$ cat src/rtl/oc8051_ifetch_pkg.sv
// rtl/oc8051_ifetch_pkg.sv - shared types and constants for the oc8051 instruction-fetch buffer
//
// Purpose: byte/PC types and fetch geometry used by the fetch buffer and its byte queue.
// Optional feature macro used by the bundle: OC8051_IFETCH_STATS_EN.
package oc8051_ifetch_pkg;

  localparam int FETCH_BYTES    = 4;  // bytes returned per code-ROM access
  localparam int MAX_INSN_BYTES = 3;  // longest 8051 instruction, size of the decode window

  typedef logic [7:0]  byte_t;
  typedef logic [15:0] pc_t;

endpackage

$ cat src/rtl/oc8051_ifetch_buf_if.sv
// rtl/oc8051_ifetch_buf_if.sv - code-ROM port and decoder window bundle for oc8051_ifetch_buf
//
// Purpose: groups the ROM fetch port and the decoder-facing window/redirect signals.
// Modports:
//   master - the fetch buffer: drives cxrom_addr and the opcode window, receives ROM data,
//            redirects and consume requests.
//   slave  - the surrounding core/ROM: the mirror image.
// Optional feature macro used by the bundle: OC8051_IFETCH_STATS_EN.
interface oc8051_ifetch_buf_if;
  import oc8051_ifetch_pkg::*;

  pc_t         cxrom_addr;
  logic [31:0] cxrom_data_in;
  logic        redirect_valid;
  pc_t         redirect_pc;
  logic [1:0]  consume_len;
  byte_t       op_byte0;
  byte_t       op_byte1;
  byte_t       op_byte2;
  logic [1:0]  op_count;
  pc_t         op_pc;

  modport master (
    output cxrom_addr, op_byte0, op_byte1, op_byte2, op_count, op_pc,
    input  cxrom_data_in, redirect_valid, redirect_pc, consume_len
  );

  modport slave (
    input  cxrom_addr, op_byte0, op_byte1, op_byte2, op_count, op_pc,
    output cxrom_data_in, redirect_valid, redirect_pc, consume_len
  );

endinterface

$ cat src/rtl/oc8051_ifetch_queue.sv
// rtl/oc8051_ifetch_queue.sv - circular byte FIFO with 4-wide push, 0-3 byte pop and 3-byte peek
//
// Purpose: prefetch storage for the fetch buffer.
// Ports:
//   clk, rst          clock, asynchronous active-high reset
//   flush             empty the queue and zero both pointers (wins over push/pop)
//   push, push_data   write FETCH_BYTES bytes, push_data[7:0] first
//   pop_len           bytes to retire; caller guarantees pop_len <= count
//   peek0..peek2      first three bytes, zero beyond count
//   count             min(occ, 3)
//   occ               current occupancy, 0..DEPTH
// Optional feature macro used by the bundle: OC8051_IFETCH_STATS_EN (not used here).
module oc8051_ifetch_queue
  import oc8051_ifetch_pkg::*;
#(
  parameter int DEPTH = 8
) (
  input  logic                       clk,
  input  logic                       rst,
  input  logic                       flush,
  input  logic                       push,
  input  logic [FETCH_BYTES*8-1:0]   push_data,
  input  logic [1:0]                 pop_len,
  output byte_t                      peek0,
  output byte_t                      peek1,
  output byte_t                      peek2,
  output logic [1:0]                 count,
  output logic [$clog2(DEPTH):0]     occ
);

  localparam int PW = $clog2(DEPTH);

  byte_t         mem [DEPTH];
  logic [PW-1:0] rd_ptr;
  logic [PW-1:0] wr_ptr;
  logic [PW:0]   occ_q;

  always_ff @(posedge clk or posedge rst) begin
    if (rst) begin
      rd_ptr <= '0;
      wr_ptr <= '0;
      occ_q  <= '0;
    end else if (flush) begin
      rd_ptr <= '0;
      wr_ptr <= '0;
      occ_q  <= '0;
    end else begin
      rd_ptr <= rd_ptr + PW'(pop_len);
      if (push) wr_ptr <= wr_ptr + PW'(FETCH_BYTES);
      occ_q <= occ_q - (PW+1)'(pop_len) + (push ? (PW+1)'(FETCH_BYTES) : '0);
    end
  end

  // Storage needs no reset: bytes outside the valid window are masked on read.
  always_ff @(posedge clk) begin
    if (push && !flush) begin
      for (int i = 0; i < FETCH_BYTES; i++) begin
        mem[wr_ptr + PW'(i)] <= push_data[8*i +: 8];
      end
    end
  end

  always_comb begin
    count = (occ_q >= (PW+1)'(MAX_INSN_BYTES)) ? 2'd3 : occ_q[1:0];
    peek0 = (count > 2'd0) ? mem[rd_ptr]          : 8'h00;
    peek1 = (count > 2'd1) ? mem[rd_ptr + PW'(1)] : 8'h00;
    peek2 = (count > 2'd2) ? mem[rd_ptr + PW'(2)] : 8'h00;
  end

  assign occ = occ_q;

endmodule

$ cat src/rtl/oc8051_ifetch_buf.sv
// rtl/oc8051_ifetch_buf.sv - oc8051 instruction-fetch requester with byte prefetch queue
//
// Purpose: drives the combinational 32-bit code-ROM port, buffers returned bytes and presents
//          a 3-byte opcode window with its PC; handles 1-3 byte consumption and redirects.
// Ports:
//   clk, rst                  clock, asynchronous active-high reset
//   bus (master)              cxrom_addr/cxrom_data_in ROM port, redirect_valid/redirect_pc,
//                             consume_len, op_byte0..2/op_count/op_pc window
//   stat_clr, stat_fetches,   only with OC8051_IFETCH_STATS_EN: saturating fetch and
//   stat_redirects            redirect counters with synchronous clear
module oc8051_ifetch_buf
  import oc8051_ifetch_pkg::*;
#(
  parameter int  DEPTH    = 8,
  parameter pc_t RESET_PC = 16'h0000
) (
  input  logic                clk,
  input  logic                rst,
  oc8051_ifetch_buf_if.master bus
`ifdef OC8051_IFETCH_STATS_EN
  ,
  input  logic                stat_clr,
  output logic [31:0]         stat_fetches,
  output logic [31:0]         stat_redirects
`endif
);

  localparam int OW = $clog2(DEPTH) + 1;

  pc_t        fetch_pc;
  pc_t        op_pc;
  logic [OW-1:0] occ;
  logic [1:0] count;
  logic [1:0] eff;
  logic       fetch_fire;

  // Fetch decision uses occupancy before this cycle's consume, so a full-width
  // write always fits even if nothing is retired.
  assign fetch_fire = !bus.redirect_valid && (occ <= OW'(DEPTH - FETCH_BYTES));
  assign eff        = bus.redirect_valid ? 2'd0
                    : ((bus.consume_len < count) ? bus.consume_len : count);

  oc8051_ifetch_queue #(.DEPTH(DEPTH)) u_queue (
    .clk       (clk),
    .rst       (rst),
    .flush     (bus.redirect_valid),
    .push      (fetch_fire),
    .push_data (bus.cxrom_data_in),
    .pop_len   (eff),
    .peek0     (bus.op_byte0),
    .peek1     (bus.op_byte1),
    .peek2     (bus.op_byte2),
    .count     (count),
    .occ       (occ)
  );

  always_ff @(posedge clk or posedge rst) begin
    if (rst) begin
      fetch_pc <= RESET_PC;
      op_pc    <= RESET_PC;
    end else if (bus.redirect_valid) begin
      fetch_pc <= bus.redirect_pc;
      op_pc    <= bus.redirect_pc;
    end else begin
      if (fetch_fire) fetch_pc <= fetch_pc + pc_t'(FETCH_BYTES);
      op_pc <= op_pc + pc_t'(eff);
    end
  end

  assign bus.cxrom_addr = fetch_pc;
  assign bus.op_count   = count;
  assign bus.op_pc      = op_pc;

`ifdef OC8051_IFETCH_STATS_EN
  always_ff @(posedge clk or posedge rst) begin
    if (rst) begin
      stat_fetches   <= '0;
      stat_redirects <= '0;
    end else if (stat_clr) begin
      stat_fetches   <= '0;
      stat_redirects <= '0;
    end else begin
      if (fetch_fire && (stat_fetches != 32'hFFFF_FFFF))
        stat_fetches <= stat_fetches + 32'd1;
      if (bus.redirect_valid && (stat_redirects != 32'hFFFF_FFFF))
        stat_redirects <= stat_redirects + 32'd1;
    end
  end
`endif

endmodule

$ cat src/flat_wrapper.sv
// flat-port wrapper written by rule: the top's interface ports become plain ports
module oc8051_ifetch_buf_flat import oc8051_ifetch_pkg::*;
#(
  parameter int  DEPTH    = 8,
  parameter pc_t RESET_PC = 16'h0000
)
  (clk, rst, bus_cxrom_addr, bus_op_byte0, bus_op_byte1, bus_op_byte2, bus_op_count, bus_op_pc, bus_cxrom_data_in, bus_redirect_valid, bus_redirect_pc, bus_consume_len);
  oc8051_ifetch_buf_if bus_i ();
  input  logic clk;
  input  logic rst;
  output wire logic [$bits(bus_i.cxrom_addr)-1:0] bus_cxrom_addr;
  output wire logic [$bits(bus_i.op_byte0)-1:0] bus_op_byte0;
  output wire logic [$bits(bus_i.op_byte1)-1:0] bus_op_byte1;
  output wire logic [$bits(bus_i.op_byte2)-1:0] bus_op_byte2;
  output wire logic [$bits(bus_i.op_count)-1:0] bus_op_count;
  output wire logic [$bits(bus_i.op_pc)-1:0] bus_op_pc;
  input wire logic [$bits(bus_i.cxrom_data_in)-1:0] bus_cxrom_data_in;
  input wire logic [$bits(bus_i.redirect_valid)-1:0] bus_redirect_valid;
  input wire logic [$bits(bus_i.redirect_pc)-1:0] bus_redirect_pc;
  input wire logic [$bits(bus_i.consume_len)-1:0] bus_consume_len;
  assign bus_cxrom_addr = bus_i.cxrom_addr;
  assign bus_op_byte0 = bus_i.op_byte0;
  assign bus_op_byte1 = bus_i.op_byte1;
  assign bus_op_byte2 = bus_i.op_byte2;
  assign bus_op_count = bus_i.op_count;
  assign bus_op_pc = bus_i.op_pc;
  assign bus_i.cxrom_data_in = bus_cxrom_data_in;
  assign bus_i.redirect_valid = bus_redirect_valid;
  assign bus_i.redirect_pc = bus_redirect_pc;
  assign bus_i.consume_len = bus_consume_len;
  oc8051_ifetch_buf #(.DEPTH(DEPTH), .RESET_PC(RESET_PC)) u_core (.clk(clk), .rst(rst), .bus(bus_i));
endmodule
$ cat config.mk
export PLATFORM = sky130hd
export DESIGN_NAME = oc8051_ifetch_buf_flat
export DESIGN_NICKNAME = d
export VERILOG_FILES = /design/src/rtl/oc8051_ifetch_pkg.sv /design/src/rtl/oc8051_ifetch_buf_if.sv /design/src/rtl/oc8051_ifetch_queue.sv /design/src/rtl/oc8051_ifetch_buf.sv /design/src/flat_wrapper.sv
export SDC_FILE = /design/constraint.sdc
export NUM_CORES = 1
export LEC_CHECK = 0
export ABC_CLOCK_PERIOD_IN_PS = 3860
export CAP_MARGIN = 10
export CORE_AREA = 2 2 143 89
export CTS_CLUSTER_SIZE = 8
export DETAILED_ROUTE_END_ITERATION = 10
export DIE_AREA = 0 0 145 91
export PLACE_DENSITY = 0.88
export SLEW_MARGIN = 40
export SYNTH_ARGS = -nofsm -noshare
export SYNTH_HDL_FRONTEND = slang
export SYNTH_HIERARCHICAL = 1
export SYNTH_SLANG_ARGS = --single-unit
$ cat constraint.sdc
create_clock -name clk -period 3.86 [get_ports clk]
set_input_delay 1.158 -clock clk [delete_from_list [all_inputs] [get_ports clk]]
set_output_delay 1.158 -clock clk [all_outputs]
set_load 0.05 [all_outputs]
**Yosys cells after proc, flatten, opt, wreduce, memory -nomap -nowiden**

Memories as Yosys holds them, arrays and structs flattened.
Cells that the tools add are included.

- Add/subtract/negate cells: 11
- Magnitude comparators: 6
- Multiplexer cells: 16
- Reductions and logical operators: 4

Operators with widths:

| operator | count |
|---|---|
| two-way mux 16 bit | 3 |
| two-way mux 8 bit | 3 |
| adder 16 x 2 -> 16 bit | 1 |
| adder 16 x 3 -> 16 bit, second input constant | 1 |
| two-way mux 3 bit | 4 |
| adder 3 x 2 -> 3 bit, second input constant | 3 |
| adder 3 x 1 -> 3 bit, second input constant | 2 |
| two-way mux 2 bit | 3 |
| adder 4 x 3 -> 4 bit | 1 |
| >= comparator 4 x 2 -> 1 bit, second input constant | 1 |
| greater-than comparator 2 x 1 -> 1 bit, second input constant | 2 |
| <= comparator 4 x 3 -> 1 bit, second input constant | 1 |
| two-way mux 4 bit | 1 |
| subtractor 4 x 2 -> 4 bit | 1 |
| adder 3 x 2 -> 3 bit | 1 |
| adder 3 bit, second input constant | 1 |
| greater-than comparator 2 bit, second input constant | 1 |
| logical AND 1 bit | 2 |
| < comparator 2 bit | 1 |
| two-way mux 1 bit | 2 |
| nonzero test 2 bit | 1 |
| zero test 1 bit | 1 |

- Flip-flop bits (word level): 42
- RAM bits: 64
- Input bits: 53
- Output and inout port bits: 58
- Logic and storage cells: 43
- Memories: 1

Memories:

| memory | depth | bits a word | rd ports | clocked after memory_dff | wr ports | RTL line | text |
|---|---|---|---|---|---|---|---|
| u_core.u_queue.mem | 8 | 8 | 3 | 0 | 4 | oc8051_ifetch_queue.sv:33 | `byte_t mem [DEPTH];` |

**Depth between registers and ports, before layout**

- Depth after elaboration: 8
- Gate-level depth with buffers: 14
- Depth with buffers taken out: 12

**By module**

The synthesis kept the hierarchy.

By module, submodules not included:

| module | instances | cells each | area an instance (µm²) | seq. area each (µm²) |
|---|---|---|---|---|
| oc8051_ifetch_queue | 1 | 369 | 4,290.4 | 2,122.0 |
| oc8051_ifetch_buf | 1 | 183 | 1,878.1 | 800.8 |

**Worst setup path after synthesis**

OpenSTA, ideal clock, no wires.

- Path type: reg-to-reg
- From: register u_core.u_queue.occ_q[2] (netlist: u_core/u_queue/occ[2])
- To: register u_core.op_pc[8] (netlist: u_core/bus.op_pc[8])
- Library setup time: 0.125 ns
- Arrival time: 3.275 ns
- Data required time: 3.735 ns
- Slack: 0.461 ns
- Cell stages (with the launch flop): 15
- Buffers on the path: 2
- Period minus slack after synthesis: 3.399 ns
- Cells stage by stage: dfrtp_1 > or3_1 > buf_2 > buf_2 > inv_1 > ha_1 > nor2_1 > o221a_2 > ha_1 > inv_1 > fa_1 > nand3b_2 > nor3_1 > xor2_1 > mux2_2

- Longest elaborated chain between the ends: 7

Ends and longest elaborated chain:

| element | RTL line | text |
|---|---|---|
| start, declared | oc8051_ifetch_queue.sv:36 | `logic [PW:0] occ_q;` |
| start signal, assigned | oc8051_ifetch_queue.sv:50 | `occ_q <= occ_q - (PW+1)'(pop_len) + (push ? (PW+1)'(FETCH_BYTES) : '0);` |
| >= comparator 4 x 2 -> 1 bit | oc8051_ifetch_queue.sv:64 | `count = (occ_q >= (PW+1)'(MAX_INSN_BYTES)) ? 2'd3 : occ_q[1:0];` |
| two-way mux 2 bit | oc8051_ifetch_queue.sv:64 |  |
| via bus_op_count[1] | flat_wrapper.sv:15 | `output wire logic [$bits(bus_i.op_count)-1:0] bus_op_count;` |
| < comparator 2 bit | oc8051_ifetch_buf.sv:41 | `: ((bus.consume_len < count) ? bus.consume_len : count);` |
| two-way mux 2 bit | oc8051_ifetch_buf.sv:41 |  |
| two-way mux 2 bit | oc8051_ifetch_buf.sv:40 | `assign eff = bus.redirect_valid ? 2'd0` |
| via u_core.eff[0] | oc8051_ifetch_buf.sv:34 | `logic [1:0] eff;` |
| adder 16 x 2 -> 16 bit | oc8051_ifetch_buf.sv:66 | `op_pc <= op_pc + pc_t'(eff);` |
| two-way mux 16 bit | oc8051_ifetch_buf.sv:61 | `end else if (bus.redirect_valid) begin` |
| end signal, assigned | oc8051_ifetch_buf.sv:63 | `op_pc <= bus.redirect_pc;` |
| end signal, assigned | oc8051_ifetch_buf.sv:66 |  |
| end, declared | oc8051_ifetch_buf.sv:31 | `pc_t op_pc;` |

The timed path passes the listed nets, and every way through them passes these cells.
A chain may end at the register's enable or synchronous reset.

**Final worst setup path**

- From: register u_core.u_queue.rd_ptr[0]
- To: output port bus_op_byte0[6]

- Longest elaborated chain between the ends: 2

Ends and longest elaborated chain:

| element | RTL line | text |
|---|---|---|
| start, declared | oc8051_ifetch_queue.sv:34 | `logic [PW-1:0] rd_ptr;` |
| start signal, assigned | oc8051_ifetch_queue.sv:48 | `rd_ptr <= rd_ptr + PW'(pop_len);` |
| memory (8 x 8 bit) | n/a |  |
| two-way mux 8 bit | oc8051_ifetch_queue.sv:65 | `peek0 = (count > 2'd0) ? mem[rd_ptr] : 8'h00;` |
| end, declared | flat_wrapper.sv:12 | `output wire logic [$bits(bus_i.op_byte0)-1:0] bus_op_byte0;` |

Every way passes these cells.

==> impl_metrics.py <==
metrics = {
    "cts": {
        "cts.hold.buffers_added": 0,
        "cts_tree": "yes",
        "clk_latency_ns": 0.35,
        "cts-root-buf": "clkbuf_16",
        "cts_buffer_depth": 2,
        "cts_buffers": 9,
        "cts-htree-levels": 3,
        "clk_pin_slew_worst_paths_ns": 0.07,
        "clock_sinks": 104,
    },
    "finish": {
        "multiInputGateArea_um2": 2890,
        "final_nets": 719,
        "seq_area_um2": 2920,
        "final_cell_mix": "clkdlybuf4s50_1 (88), nand2_1 (75), edfxtp_1 (64)",
        "fill_cells": 874,
        "n_antenna_cell": 0,
        "final_layout_size_suffix_gt1_share_pct": 19.9,
        "mostFrequentLayoutCell": "clkdlybuf4s50_1",
        "syn_to_final_growth_pct": 26.6,
    },
    "setup_path": {
        "critical_path.max_fanout": 19,
        "crit_path_start_kind": "register",
        "reg2reg_slack_ns": 0.45,
        "cp.required_ns": 2.70,
        "arrival_ns": 2.63,
        "end_kind": "output port",
        "crit_type": "register to output port",
        "reg2regPathDepth": 12,
    },
    "global_route": {
        "antenna_found_initial": 0,
        "grt_pass1_wl_um": 26500,
        "grtUsageTotal_pct": 25.9,
        "grt_max_degree": 41,
        "grt_pass1_vias": 5166,
        "gr-total-overflow": 0,
    },
    "synthesis": {
        "yosysWarnings": 6,
        "ys_ff_latch": 104,
        "synth_ff_type": "edfxtp_1",
        "avgSynthCellArea_um2": 11.2,
        "synthCells": 552,
        "syn_area_um2": 6170,
        "ys_seq_area_share_pct": 47.4,
        "synth-edff-count": 64,
        "synth_nets": 619,
        "async_reset_ff_share_pct": 38.5,
        "yosysUniqueCellTypes": 53,
    },
    "die": {
        "io_pins": 111,
        "die-width_um": 145,
        "initial_core_util_pct": 52.1,
        "die_area_um2": 13200,
        "core_area_um2": 11800,
        "die_y_um": 91,
        "num_rows": 31,
    },
    "pwr": {
        "power_density_nw_per_um2": 782,
        "p_leak_nw": 3.18,
        "irDropWorstVdd_v": 0.000437,
    },
    "route": {
        "drc": 0,
        "wl_per_cell_um": 20.7,
        "drtPass1Iterations": 6,
        "vias_per_cell": 5.96,
        "via_count": 4901,
        "wl_um": 17000,
        "antenna_left": 0,
        "drt-initial-drc-count": 522,
    },
    "placed_design": {
        "portBuffers": 110,
        "finalWeightedCongestion": 0.883,
        "dp_hpwl_um": 12100,
    },
    "run_status": {
        "status": "completed",
    },
    "timing": {
        "rsz0062_at_grt": "false",
        "setup_viol": 0,
        "min_period_over_period_pct": 98.1,
        "slew_viol_final": 0,
        "setup_tns_ns": 0,
        "worst_pin_slew_ns": 0.636,
        "min_period_ns": 3.79,
        "finalHoldViolations": 0,
        "hold_slack_ns": 0.511,
        "clock_skew_ns": 0.00422,
        "relSlewSlack_pct": 57.5,
        "fmax_mhz": 264,
    },
    "hold_path": {
        "hp-class": "register to register",
        "hold_depth": 1,
    },
    "flow_run": {
        "max_cap_violations": 0,
    },
}
per-layer routing:
metal | part of all wire [%] | wire (um) | GRT usage, % | vias to the layer above
li1 | - | - | - | 2199
met1 | 43 | 7370 | 34.9 | 2421
met2 | 47 | 7990 | 41.4 | 237
met3 | 7.3 | 1240 | 5.28 | 44
met4 | 2.5 | 426 | 11.0 | 0
met5 | 0 | 0 | 0 | -
logic make-up (layout without fill, tap and decap cells):
logic type,count (synthesis),after routing,share of synthesized area [%]
AND/OR/NAND/NOR,187,187,15.1
multiplexers,65,65,15.1
flip-flops,104,104,47.4
AO/OA/AOI/OAI,84,84,9.41
buffers and inverters,71,176,6.00
adder cells (fa/ha/maj),14,14,3.20
XOR/XNOR,27,27,3.83
area by class of cell:
class	instances	share of cell area, %
Clock buffer	9	2.89
Clock inverter	7	1.59
Inverter	26	1.25
Multi-Input combinational cell	377	37.0
Sequential cell	104	37.5
Tap cell	165	2.64
Timing Repair Buffer	134	17.2
path summary, 6_finish.rpt:
path,end,startpoint
worst min-delay path,u_core/bus.cxrom_addr[1]$_DFFE_PP0P_,u_core/bus.cxrom_addr[1]$_DFFE_PP0P_
worst max register to register,u_core/bus.op_pc[14]$_DFF_PP0_,u_core/u_queue/occ[3]$_DFF_PP0_
worst min register to register,u_core/bus.cxrom_addr[1]$_DFFE_PP0P_,u_core/bus.cxrom_addr[1]$_DFFE_PP0P_
min in group asynchronous,u_core/u_queue/occ[0]$_DFF_PP0_,rst
worst max-delay path,bus_op_byte0[6],u_core/u_queue/rd_ptr[0]$_DFF_PP0_
max in group asynchronous,u_core/bus.cxrom_addr[14]$_DFFE_PP0N_,rst
worst max-delay path: stages (launching register included):
cell and delay [ns]:
dfrtp_2 0.59, buf_4 0.37, mux2i_1 0.30, o22ai_1 0.10, o22a_1 0.21, clkdlybuf4s50_1 0.71
power by group:
part	leakage, nW	switching, W	internal [W]
Combinational	1.95	0.00209	0.00136
Sequential	1.06	0.000216	0.00138
Clock	0.167	0.000418	0.000641
Yosys cell counts, drive strengths merged, types with 7 or more instances:
cell,number,area share [%]
xnor2,15,2.1
dfrtp,40,16
xor2,12,1.7
a21o,24,2.9
nor2,17,1.1
edfxtp,64,31
nor3b,7,1.0
nor3,21,1.8
clkbuf,22,1.4
o21ai,7,0.75
nor4,9,0.91
mux4,16,5.8
a21oi,8,0.65
inv,26,1.6
o22ai,30,3.0
buf,23,3.0
nand3,23,1.9
mux2,43,8.3
nand2,76,4.6
nor2b,12,1.3
ha,11,2.2
through the flow:
stage	instance area, um2	instances	total power (W)	setup WS [ns]	utilization, %
final	7810	822	0.00611	0.0715	66.0
after global routing	7810	822	0.00637	0.0145	66.0
after CTS	7780	822	0.00608	0.0172	65.8
after detailed placement	7430	806	0.00500	-0.0812	62.8
after global placement	7430	806	0.00488	0.0730	62.8
after floorplan	6170	552	0.00387	0.461	-
state kept, by name, indices dropped and copies added, names as in the netlist:
register	count
u_core/u_queue/mem	64
u_core/u_queue/rd_ptr	3
u_core/u_queue/occ	4
u_core/bus.cxrom_addr	16
u_core/u_queue/wr_ptr	1
u_core/bus.op_pc	16
repair_timing:
item / in CTS / in global routing
endpoints found under the setup margin: 1 / 6
gates resized for setup: 2 / 7
setup buffers: 0 / 0
(Power assumes the default switching activity.)
